<file path="src/rtl/coo_edge_addr_gen_if.sv">
// Beat interface between the COO edge address generator and the row/col/value memories.
interface coo_edge_addr_gen_if #(
    parameter int ADDR_W = 6,
    parameter int LANES  = 2
);
    logic              addr_valid;
    logic              addr_ready;
    logic [ADDR_W-1:0] addr_base;
    logic [LANES-1:0]  lane_mask;
    logic              last;

    modport master (output addr_valid, addr_base, lane_mask, last, input addr_ready);
    modport slave  (input addr_valid, addr_base, lane_mask, last, output addr_ready);
endinterface

</file>
<file path="src/rtl/coo_edge_addr_gen.sv">
// Issues LANES consecutive COO edge indices per beat for a programmable edge count,
// with tail masking, last-beat flag, one-cycle done pulse and synchronous abort.
module coo_edge_addr_gen #(
    parameter int MAX_EDGES = 64,
    parameter int LANES     = 2,
    parameter int ADDR_W    = $clog2(MAX_EDGES),
    parameter int CNT_W     = $clog2(MAX_EDGES + 1)
) (
    input  logic                  clk,
    input  logic                  reset,
    input  logic                  start_i,
    input  logic [CNT_W-1:0]      num_edges_i,
    input  logic                  clear_i,
    output logic                  busy_o,
    output logic                  done_o,
    coo_edge_addr_gen_if.master   addr_if
);
    // state  | meaning
    // S_IDLE | waiting for start
    // S_RUN  | issuing beats
    // S_DONE | one-cycle done pulse, then back to idle
    typedef enum logic [1:0] {S_IDLE, S_RUN, S_DONE} state_t;

    localparam int SW = CNT_W + 1;
    localparam logic [CNT_W-1:0] MAX_N = CNT_W'(MAX_EDGES);

    state_t            state_q, state_d;
    logic [CNT_W-1:0]  n_q, n_d;
    logic [ADDR_W-1:0] base_q, base_d;
    logic [LANES-1:0]  mask_q, mask_d;
    logic              valid_q, valid_d;
    logic              last_q, last_d;
    logic              busy_q, busy_d;
    logic              done_q, done_d;
    logic [CNT_W-1:0]  n_clamp;
    logic [ADDR_W-1:0] base_adv;

    // Extended width keeps base+i and base+LANES from overflowing near MAX_EDGES.
    function automatic logic [LANES-1:0] mask_for(input logic [ADDR_W-1:0] b,
                                                  input logic [CNT_W-1:0] n);
        mask_for = '0;
        for (int i = 0; i < LANES; i++) begin
            mask_for[i] = (SW'(b) + SW'(i)) < SW'(n);
        end
    endfunction

    function automatic logic last_for(input logic [ADDR_W-1:0] b,
                                      input logic [CNT_W-1:0] n);
        last_for = (SW'(b) + SW'(LANES)) >= SW'(n);
    endfunction

    assign n_clamp  = (num_edges_i > MAX_N) ? MAX_N : num_edges_i;
    assign base_adv = base_q + ADDR_W'(LANES);

    always_ff @(posedge clk or posedge reset) begin
        if (reset) begin
            state_q <= S_IDLE;
            n_q     <= '0;
            base_q  <= '0;
            mask_q  <= '0;
            valid_q <= 1'b0;
            last_q  <= 1'b0;
            busy_q  <= 1'b0;
            done_q  <= 1'b0;
        end else begin
            state_q <= state_d;
            n_q     <= n_d;
            base_q  <= base_d;
            mask_q  <= mask_d;
            valid_q <= valid_d;
            last_q  <= last_d;
            busy_q  <= busy_d;
            done_q  <= done_d;
        end
    end

    always_comb begin
        state_d = state_q;
        n_d     = n_q;
        base_d  = base_q;
        mask_d  = mask_q;
        valid_d = valid_q;
        last_d  = last_q;
        busy_d  = busy_q;
        done_d  = 1'b0;
        if (clear_i) begin
            state_d = S_IDLE;
            base_d  = '0;
            mask_d  = '0;
            valid_d = 1'b0;
            last_d  = 1'b0;
            busy_d  = 1'b0;
        end else begin
            case (state_q)
                S_IDLE: begin
                    if (start_i) begin
                        n_d    = n_clamp;
                        busy_d = 1'b1;
                        base_d = '0;
                        if (n_clamp == '0) begin
                            state_d = S_DONE;
                            done_d  = 1'b1;
                        end else begin
                            state_d = S_RUN;
                            valid_d = 1'b1;
                            mask_d  = mask_for('0, n_clamp);
                            last_d  = last_for('0, n_clamp);
                        end
                    end
                end
                S_RUN: begin
                    if (valid_q && addr_if.addr_ready) begin
                        if (last_q) begin
                            state_d = S_DONE;
                            done_d  = 1'b1;
                            valid_d = 1'b0;
                            base_d  = '0;
                            mask_d  = '0;
                            last_d  = 1'b0;
                        end else begin
                            base_d = base_adv;
                            mask_d = mask_for(base_adv, n_q);
                            last_d = last_for(base_adv, n_q);
                        end
                    end
                end
                S_DONE: begin
                    state_d = S_IDLE;
                    busy_d  = 1'b0;
                end
                default: begin
                    state_d = S_IDLE;
                    busy_d  = 1'b0;
                    valid_d = 1'b0;
                end
            endcase
        end
    end

    assign busy_o             = busy_q;
    assign done_o             = done_q;
    assign addr_if.addr_valid = valid_q;
    assign addr_if.addr_base  = base_q;
    assign addr_if.lane_mask  = mask_q;
    assign addr_if.last       = last_q;
endmodule

</file>
<file path="src/flat_wrapper.sv">
// flat-port wrapper written by rule: the top's interface ports become plain ports
module coo_edge_addr_gen_flat 
#(
    parameter int MAX_EDGES = 64,
    parameter int LANES     = 2,
    parameter int ADDR_W    = $clog2(MAX_EDGES),
    parameter int CNT_W     = $clog2(MAX_EDGES + 1)
)
  (clk, reset, start_i, num_edges_i, clear_i, busy_o, done_o, addr_if_addr_valid, addr_if_addr_base, addr_if_lane_mask, addr_if_last, addr_if_addr_ready);
  coo_edge_addr_gen_if #(.ADDR_W(ADDR_W), .LANES(LANES)) addr_if_i ();
  input  logic clk;
  input  logic reset;
  input  logic start_i;
  input  logic [CNT_W-1:0] num_edges_i;
  input  logic clear_i;
  output logic busy_o;
  output logic done_o;
  output wire logic [$bits(addr_if_i.addr_valid)-1:0] addr_if_addr_valid;
  output wire logic [$bits(addr_if_i.addr_base)-1:0] addr_if_addr_base;
  output wire logic [$bits(addr_if_i.lane_mask)-1:0] addr_if_lane_mask;
  output wire logic [$bits(addr_if_i.last)-1:0] addr_if_last;
  input wire logic [$bits(addr_if_i.addr_ready)-1:0] addr_if_addr_ready;
  assign addr_if_addr_valid = addr_if_i.addr_valid;
  assign addr_if_addr_base = addr_if_i.addr_base;
  assign addr_if_lane_mask = addr_if_i.lane_mask;
  assign addr_if_last = addr_if_i.last;
  assign addr_if_i.addr_ready = addr_if_addr_ready;
  coo_edge_addr_gen #(.MAX_EDGES(MAX_EDGES), .LANES(LANES), .ADDR_W(ADDR_W), .CNT_W(CNT_W)) u_core (.clk(clk), .reset(reset), .start_i(start_i), .num_edges_i(num_edges_i), .clear_i(clear_i), .busy_o(busy_o), .done_o(done_o), .addr_if(addr_if_i));
endmodule
</file>
<file path="config.mk">
export PLATFORM = sky130hd
export DESIGN_NAME = coo_edge_addr_gen_flat
export DESIGN_NICKNAME = d
export VERILOG_FILES = /design/src/rtl/coo_edge_addr_gen_if.sv /design/src/rtl/coo_edge_addr_gen.sv /design/src/flat_wrapper.sv
export SDC_FILE = /design/constraint.sdc
export NUM_CORES = 1
export LEC_CHECK = 0
export BUFFER_PORTS_ARGS = -buffer_cell sky130_fd_sc_hd__buf_2
export CAP_MARGIN = 20
export CORE_MARGIN = 2
export CORE_UTILIZATION = 25
export CTS_CLUSTER_SIZE = 10
export DETAILED_ROUTE_END_ITERATION = 8
export GPL_TIMING_DRIVEN = 0
export MAX_ROUTING_LAYER = met4
export PLACE_DENSITY = 0.41
export SYNTH_ARGS = -nofsm -noshare
export SYNTH_HDL_FRONTEND = slang
export SYNTH_SLANG_ARGS = --single-unit
</file>
<file path="constraint.sdc">
create_clock -name clk -period 2.8 [get_ports clk]
set_input_delay 0 -clock clk [delete_from_list [all_inputs] [get_ports clk]]
set_output_delay 0 -clock clk [all_outputs]
set_load 0.03 [all_outputs]
</file>
# After elaboration in Yosys (flattened, before gate mapping)
# Cells that the tools add are included.
[totals]
inputBits = 12
out_inout_bits = 12
register_bits = 21
[classes]
eq_ne = 8
reduce_logical = 10
magnitude_cmp = 7
addsub = 3
muxes = 39
bitwise = 1
[op_table]
columns = ["cell", "n"]
rows = [
  ["6-bit two-way mux", 4],
  ["2-bit two-way mux", 10],
  ["1-bit two-way mux", 17],
  ["1-bit by 7-bit < comparator with 1-bit output (first input constant)", 2],
  ["6-bit one-hot mux with 2 select lines", 1],
  ["3-bit AND reduction", 3],
  ["8-bit by 7-bit greater-or-equal comparator with 1-bit output", 1],
  ["8-bit by 7-bit < comparator with 1-bit output", 1],
  ["2-bit one-hot mux with 2 select lines", 2],
  ["6-bit by 1-bit adder with 7-bit output (second input constant)", 1],
  ["6-bit by 2-bit adder with 7-bit output (second input constant)", 1],
  ["2-bit by 7-bit greater-or-equal comparator with 1-bit output (first input constant)", 1],
  ["7-bit greater-than comparator (second input constant)", 1],
  ["7-bit logical NOT", 1],
  ["6-bit by 7-bit < comparator with 1-bit output", 1],
  ["7-bit two-way mux", 1],
  ["6-bit by 2-bit adder with 6-bit output (second input constant)", 1],
  ["3-bit by 2-bit != test with 1-bit output (second input constant)", 2],
  ["3-bit != test (second input constant)", 2],
  ["1-bit one-hot mux with 2 select lines", 3],
  ["5-bit AND reduction", 1],
  ["2-bit != test (second input constant)", 2],
  ["4-bit AND reduction", 1],
  ["1-bit one-hot mux with 3 select lines", 1],
  ["other kinds (7)", 7],
]

# Longest topological paths before layout
[depth]
depth_word = 7
mapped_depth = 10
depth_no_buf = 10

# Worst setup path after synthesis
# Ideal clock, no wire load.
[synth_path]
path_kind = "register to register"
from = "register u_core.base_q[1] (netlist: u_core.addr_if.addr_base[1])"
to = "register u_core.last_q (netlist: u_core.addr_if.last)"
period_less_slack_ns = 2.413
t_arrival_ns = 2.280
stages_incl_launch_ff = 10
setup_ns = 0.133
required_ns = 2.667
path_buffers = 0
path_slack_ns = 0.387
path_cell_list = "dfrtp_1 > ha_1 > xor2_1 > nand3_1 > xnor2_1 > ha_1 > o211ai_1 > a21oi_1 > a2111oi_0 > o2bb2ai_1"
[synth_via]
elab_chain_len = 7
[synth_rtl]
columns = ["element", "line_no", "text"]
rows = [
  ["start, declared", "coo_edge_addr_gen.sv:29", "logic [ADDR_W-1:0] base_q, base_d;"],
  ["start signal, assigned", "coo_edge_addr_gen.sv:68", "base_q <= base_d;"],
  ["6-bit by 2-bit adder with 6-bit output", "coo_edge_addr_gen.sv:53", "assign base_adv = base_q + ADDR_W'(LANES);"],
  ["6-bit by 2-bit adder with 7-bit output", "coo_edge_addr_gen.sv:49", "last_for = (SW'(b) + SW'(LANES)) >= SW'(n);"],
  ["8-bit by 7-bit greater-or-equal comparator with 1-bit output", "coo_edge_addr_gen.sv:49", ""],
  ["1-bit two-way mux", "coo_edge_addr_gen.sv:113", "if (last_q) begin"],
  ["1-bit two-way mux", "coo_edge_addr_gen.sv:112", "if (valid_q && addr_if.addr_ready) begin"],
  ["1-bit one-hot mux with 2 select lines", "coo_edge_addr_gen.sv:94", "case (state_q)"],
  ["1-bit two-way mux", "coo_edge_addr_gen.sv:86", "if (clear_i) begin"],
  ["end signal, assigned", "coo_edge_addr_gen.sv:71", "last_q <= last_d;"],
  ["end, declared", "coo_edge_addr_gen.sv:32", "logic last_q, last_d;"],
]
# No other way between the ends. The select of a mux whose other input is x is not followed.
# A chain may end at the register's enable or synchronous reset.

# Final worst setup path
# Same ends and word-level chain as after synthesis.

==> qor.yml <==
worst_ir_drop_vdd_mv: 0.202
yosys_warnings: 0
min-delay-start: "num_edges_i[2]"
syn_inst: 163
design_power_total_uw: 838
remaining_drc_errors: 0
clock-root-buffer: "sky130_fd_sc_hd__clkbuf_8"
floorplan.die.height_um: 80.1
post-route-period-util_pct: 88.8
drt-wirelength-per-cell_um: 12.5
failing_checks: "negative hold slack"
asyncSetResetFlopFracSynth_pct: 100
vias: 1219
min_to: "u_core.n_q[2]"
multi_input_area_um2: 885
coreArea_um2: 5540
floorplan.rows: 27
share_of_cells_above_drive_strength_1_pct: 18.4
detailedRoute.firstIterationViolations: 51
powerDensity_nw_per_um2: 486
ys.flop_type: "sky130_fd_sc_hd__dfrtp_1"
buffers_inserted_by_post_cts_timing_repair: 0
seq_area_frac_synth_pct: 34.6
fin_setup_tns_ns: 0
maxSlewHeadroom_pct: 46.9
hold_path.class: "input pin to flop"
timing.critical_path.from_type: "flop"
finalHoldViolations: 1
max-cap-violations: 0
clkTransAtPathRegs_ns: 0.08
grt_first_pass_wirelength_um: 5370
num_io_pins: 24
detailedRoute.firstPassIterationCount: 5
worst_pin_slew_ns: 0.795
cts-htree-levels: 1
report.final.setup_viol: 0
synth_top_cell_by_area: "sky130_fd_sc_hd__dfrtp_1"
library_cell_with_the_highest_instance_count_after_synthesis: "sky130_fd_sc_hd__dfrtp_1"
status: "finished, violations left"
dieArea_um2: 6410
place.gp.congestion: 0.768
postSynthAreaPerCell_um2: 8.87
grt_use_total_pct: 11.1
clock_sinks: 20
fin_nets: 221
hold_path_depth: 3
cts_made_buffers: 3
cts_tree: "built"
mean_number_of_vias_per_cell: 4.65
layout_setup_ws_ns: 0.314
largest_net_degree_at_the_start_of_global_routing: 21
synthesis.area_um2: 1450
synthToLayoutAreaGrowth_pct: 19.3
r2r-start: "u_core.addr_if.addr_base[1]"
final_antenna_net_count: 0
r2r_setup_slack_ns: 0.31
final_area_um2: 1730
p_leak_nw: 0.843
antenna_found_initial: 0
worst_skew_pair_latency_ns: 0.26
slew_violations: 0
setup_repair_after_global_routing_missed_its_margin: "no"
crit_arrival_ns: 2.62
yosysTopAreaCellShare_pct: 34.6
timing.clock.skew_ns: 0.00758
portBuffers: 21
dp_slack_ns: 0.237
final-instance-count-excl-fill: 262
fillCellCount: 596
antennaDiodeCount: 0
critPathKind: "flop to flop"
maximum_achievable_frequency_mhz: 402
timing.final.crit_period_ns: 2.49
placed_cells_incl_taps: 257
global_route.overflow_total: 0
ys_ff_latch: 20
synth_common_cells: "20 x sky130_fd_sc_hd__dfrtp_1, 19 x sky130_fd_sc_hd__nand2_1, 18 x sky130_fd_sc_hd__ha_1"
ff2ff_path_depth: 10
first_global_vias: 1129
maximum_fanout_encountered_on_the_critical_timing_path: 9
rr_endpoint: "u_core.addr_if.last"
type_of_element_capturing_the_critical_path: "flop"
detail_route.wirelength_um: 3290
dp.final_hpwl_um: 2650
clockBufferDepth: 2
layout.area.seq_um2: 500
dpl-instance-area_um2: 1650
synth_enable_flop_cells: 0
synthTopCellsByArea: "sky130_fd_sc_hd__dfrtp_1 35%, sky130_fd_sc_hd__ha_1 16%, sky130_fd_sc_hd__nand2_1 4.9%"
initial_core_util_pct: 26.1
hold_slack_ns: -0.00181
worst_ep_required_time_ns: 2.94
die_w_um: 80.1
count_of_distinct_cell_types_in_the_synthesized_netlist: 39
==> cells in the final DEF, fill, tap and decap left out, drive strengths merged, types with 4 or more instances in the layout <==
cell	Yosys	routed
a21oi	5	5
buf	2	23
clkbuf	3	7
dfrtp	20	20
ha	18	18
inv	15	15
nand2	19	19
nand2b	7	7
nand3	4	4
nor2	9	9
nor2b	4	4
o21ai	12	12
o31ai	6	6
xor2	5	5
==> flip-flops by register name (all words and copies together), names as in the netlist <==
signal and flops:
u_core.addr_if.addr_base 5, u_core.addr_if.addr_valid 1, u_core.addr_if.lane_mask 2, u_core.addr_if.last 1
u_core.busy_o 1, u_core.done_o 1, u_core.n_q 7, u_core.state_q 2
==> cells by family (layout without fill, tap and decap cells) <==
| family | Yosys count | count (layout) | synth area share (%) |
|---|---|---|---|
| simple gates | 56 | 56 | 20.2 |
| compound gates | 39 | 39 | 18.0 |
| flops | 20 | 20 | 34.6 |
| buf+inv | 20 | 46 | 5.54 |
| fa+ha+maj | 18 | 18 | 15.6 |
| xor+xnor | 7 | 7 | 4.24 |
| mux | 2 | 2 | 1.56 |
| other cells | 1 | 2 | 0.259 |
==> critical path, cell delays in order (launching register included) <==
cell and delay (ns):
sky130_fd_sc_hd__dfrtp_1 0.52, sky130_fd_sc_hd__inv_1 0.13, sky130_fd_sc_hd__ha_1 0.36, sky130_fd_sc_hd__inv_1 0.12, sky130_fd_sc_hd__nand3_1 0.13, sky130_fd_sc_hd__xnor2_1 0.18, sky130_fd_sc_hd__ha_1 0.26, sky130_fd_sc_hd__o211ai_1 0.16
sky130_fd_sc_hd__a21oi_1 0.06, sky130_fd_sc_hd__a2111oi_0 0.31, sky130_fd_sc_hd__o2bb2ai_1 0.12
==> metal layers <==
layer	track usage [%]	up-vias	share of wire [%]
li1	-	622	-
met1	14.8	575	50
met5	-	-	0
met4	3.56	0	1.3
met3	1.69	4	3.4
met2	17.3	18	45
==> per-stage QoR <==
| stage | hold slack, ns | util, % |
|---|---|---|
| after CTS | 0.000870 | 30.9 |
| after global routing | 0.00944 | 31.1 |
| after global placement | 0.192 | 29.7 |
| after floorplan | -0.0362 | - |
| after detailed placement | 0.200 | 29.7 |
| final | -0.00181 | 31.1 |
==> cell type report <==
cell class                      instances  share of cell area (%)
Buffer                                  5                    1.38
Clock buffer                            4                    3.19
Inverter                               15                    3.26
Multi-Input combinational cell        124                    51.3
Sequential cell                        20                    29.0
Tap cell                               72                    5.22
Timing Repair Buffer                   22                    6.67
==> repair_timing <==
item,CTS,global route
setup endpoints to repair,0,1
resized for setup,0,2
hold endpoints to repair,20,0
hold buffers,1,0
==> how the worst max path moves through the flow <==
| stage | startpoint | to | slack (ns) | cells past startpoint |
|---|---|---|---|---|
| after floorplan | u_core.addr_if.addr_base[1] | u_core.addr_if.last | 0.39 | 9 |
| after global placement | u_core.addr_if.addr_base[1] | u_core.addr_if.last | 0.17 | 9 |
| after detailed placement | u_core.addr_if.addr_base[1] | u_core.addr_if.last | 0.24 | 9 |
| after CTS | u_core.addr_if.addr_base[1] | u_core.addr_if.last | 0.21 | 9 |
| after global routing | u_core.addr_if.addr_base[1] | u_core.addr_if.last | 0.02 | 10 |
| final | u_core.addr_if.addr_base[1] | u_core.addr_if.last | 0.31 | 10 |
==> power by group <==
group	leakage [nW]	total (mW)	switching, mW	internal [mW]
registers	0.265	0.347	0.0265	0.320
logic	0.549	0.262	0.158	0.104
clock network	0.0288	0.230	0.104	0.125
total	0.843	0.838	0.289	0.549
No activity file was read; power rests on OpenSTA's default activity.
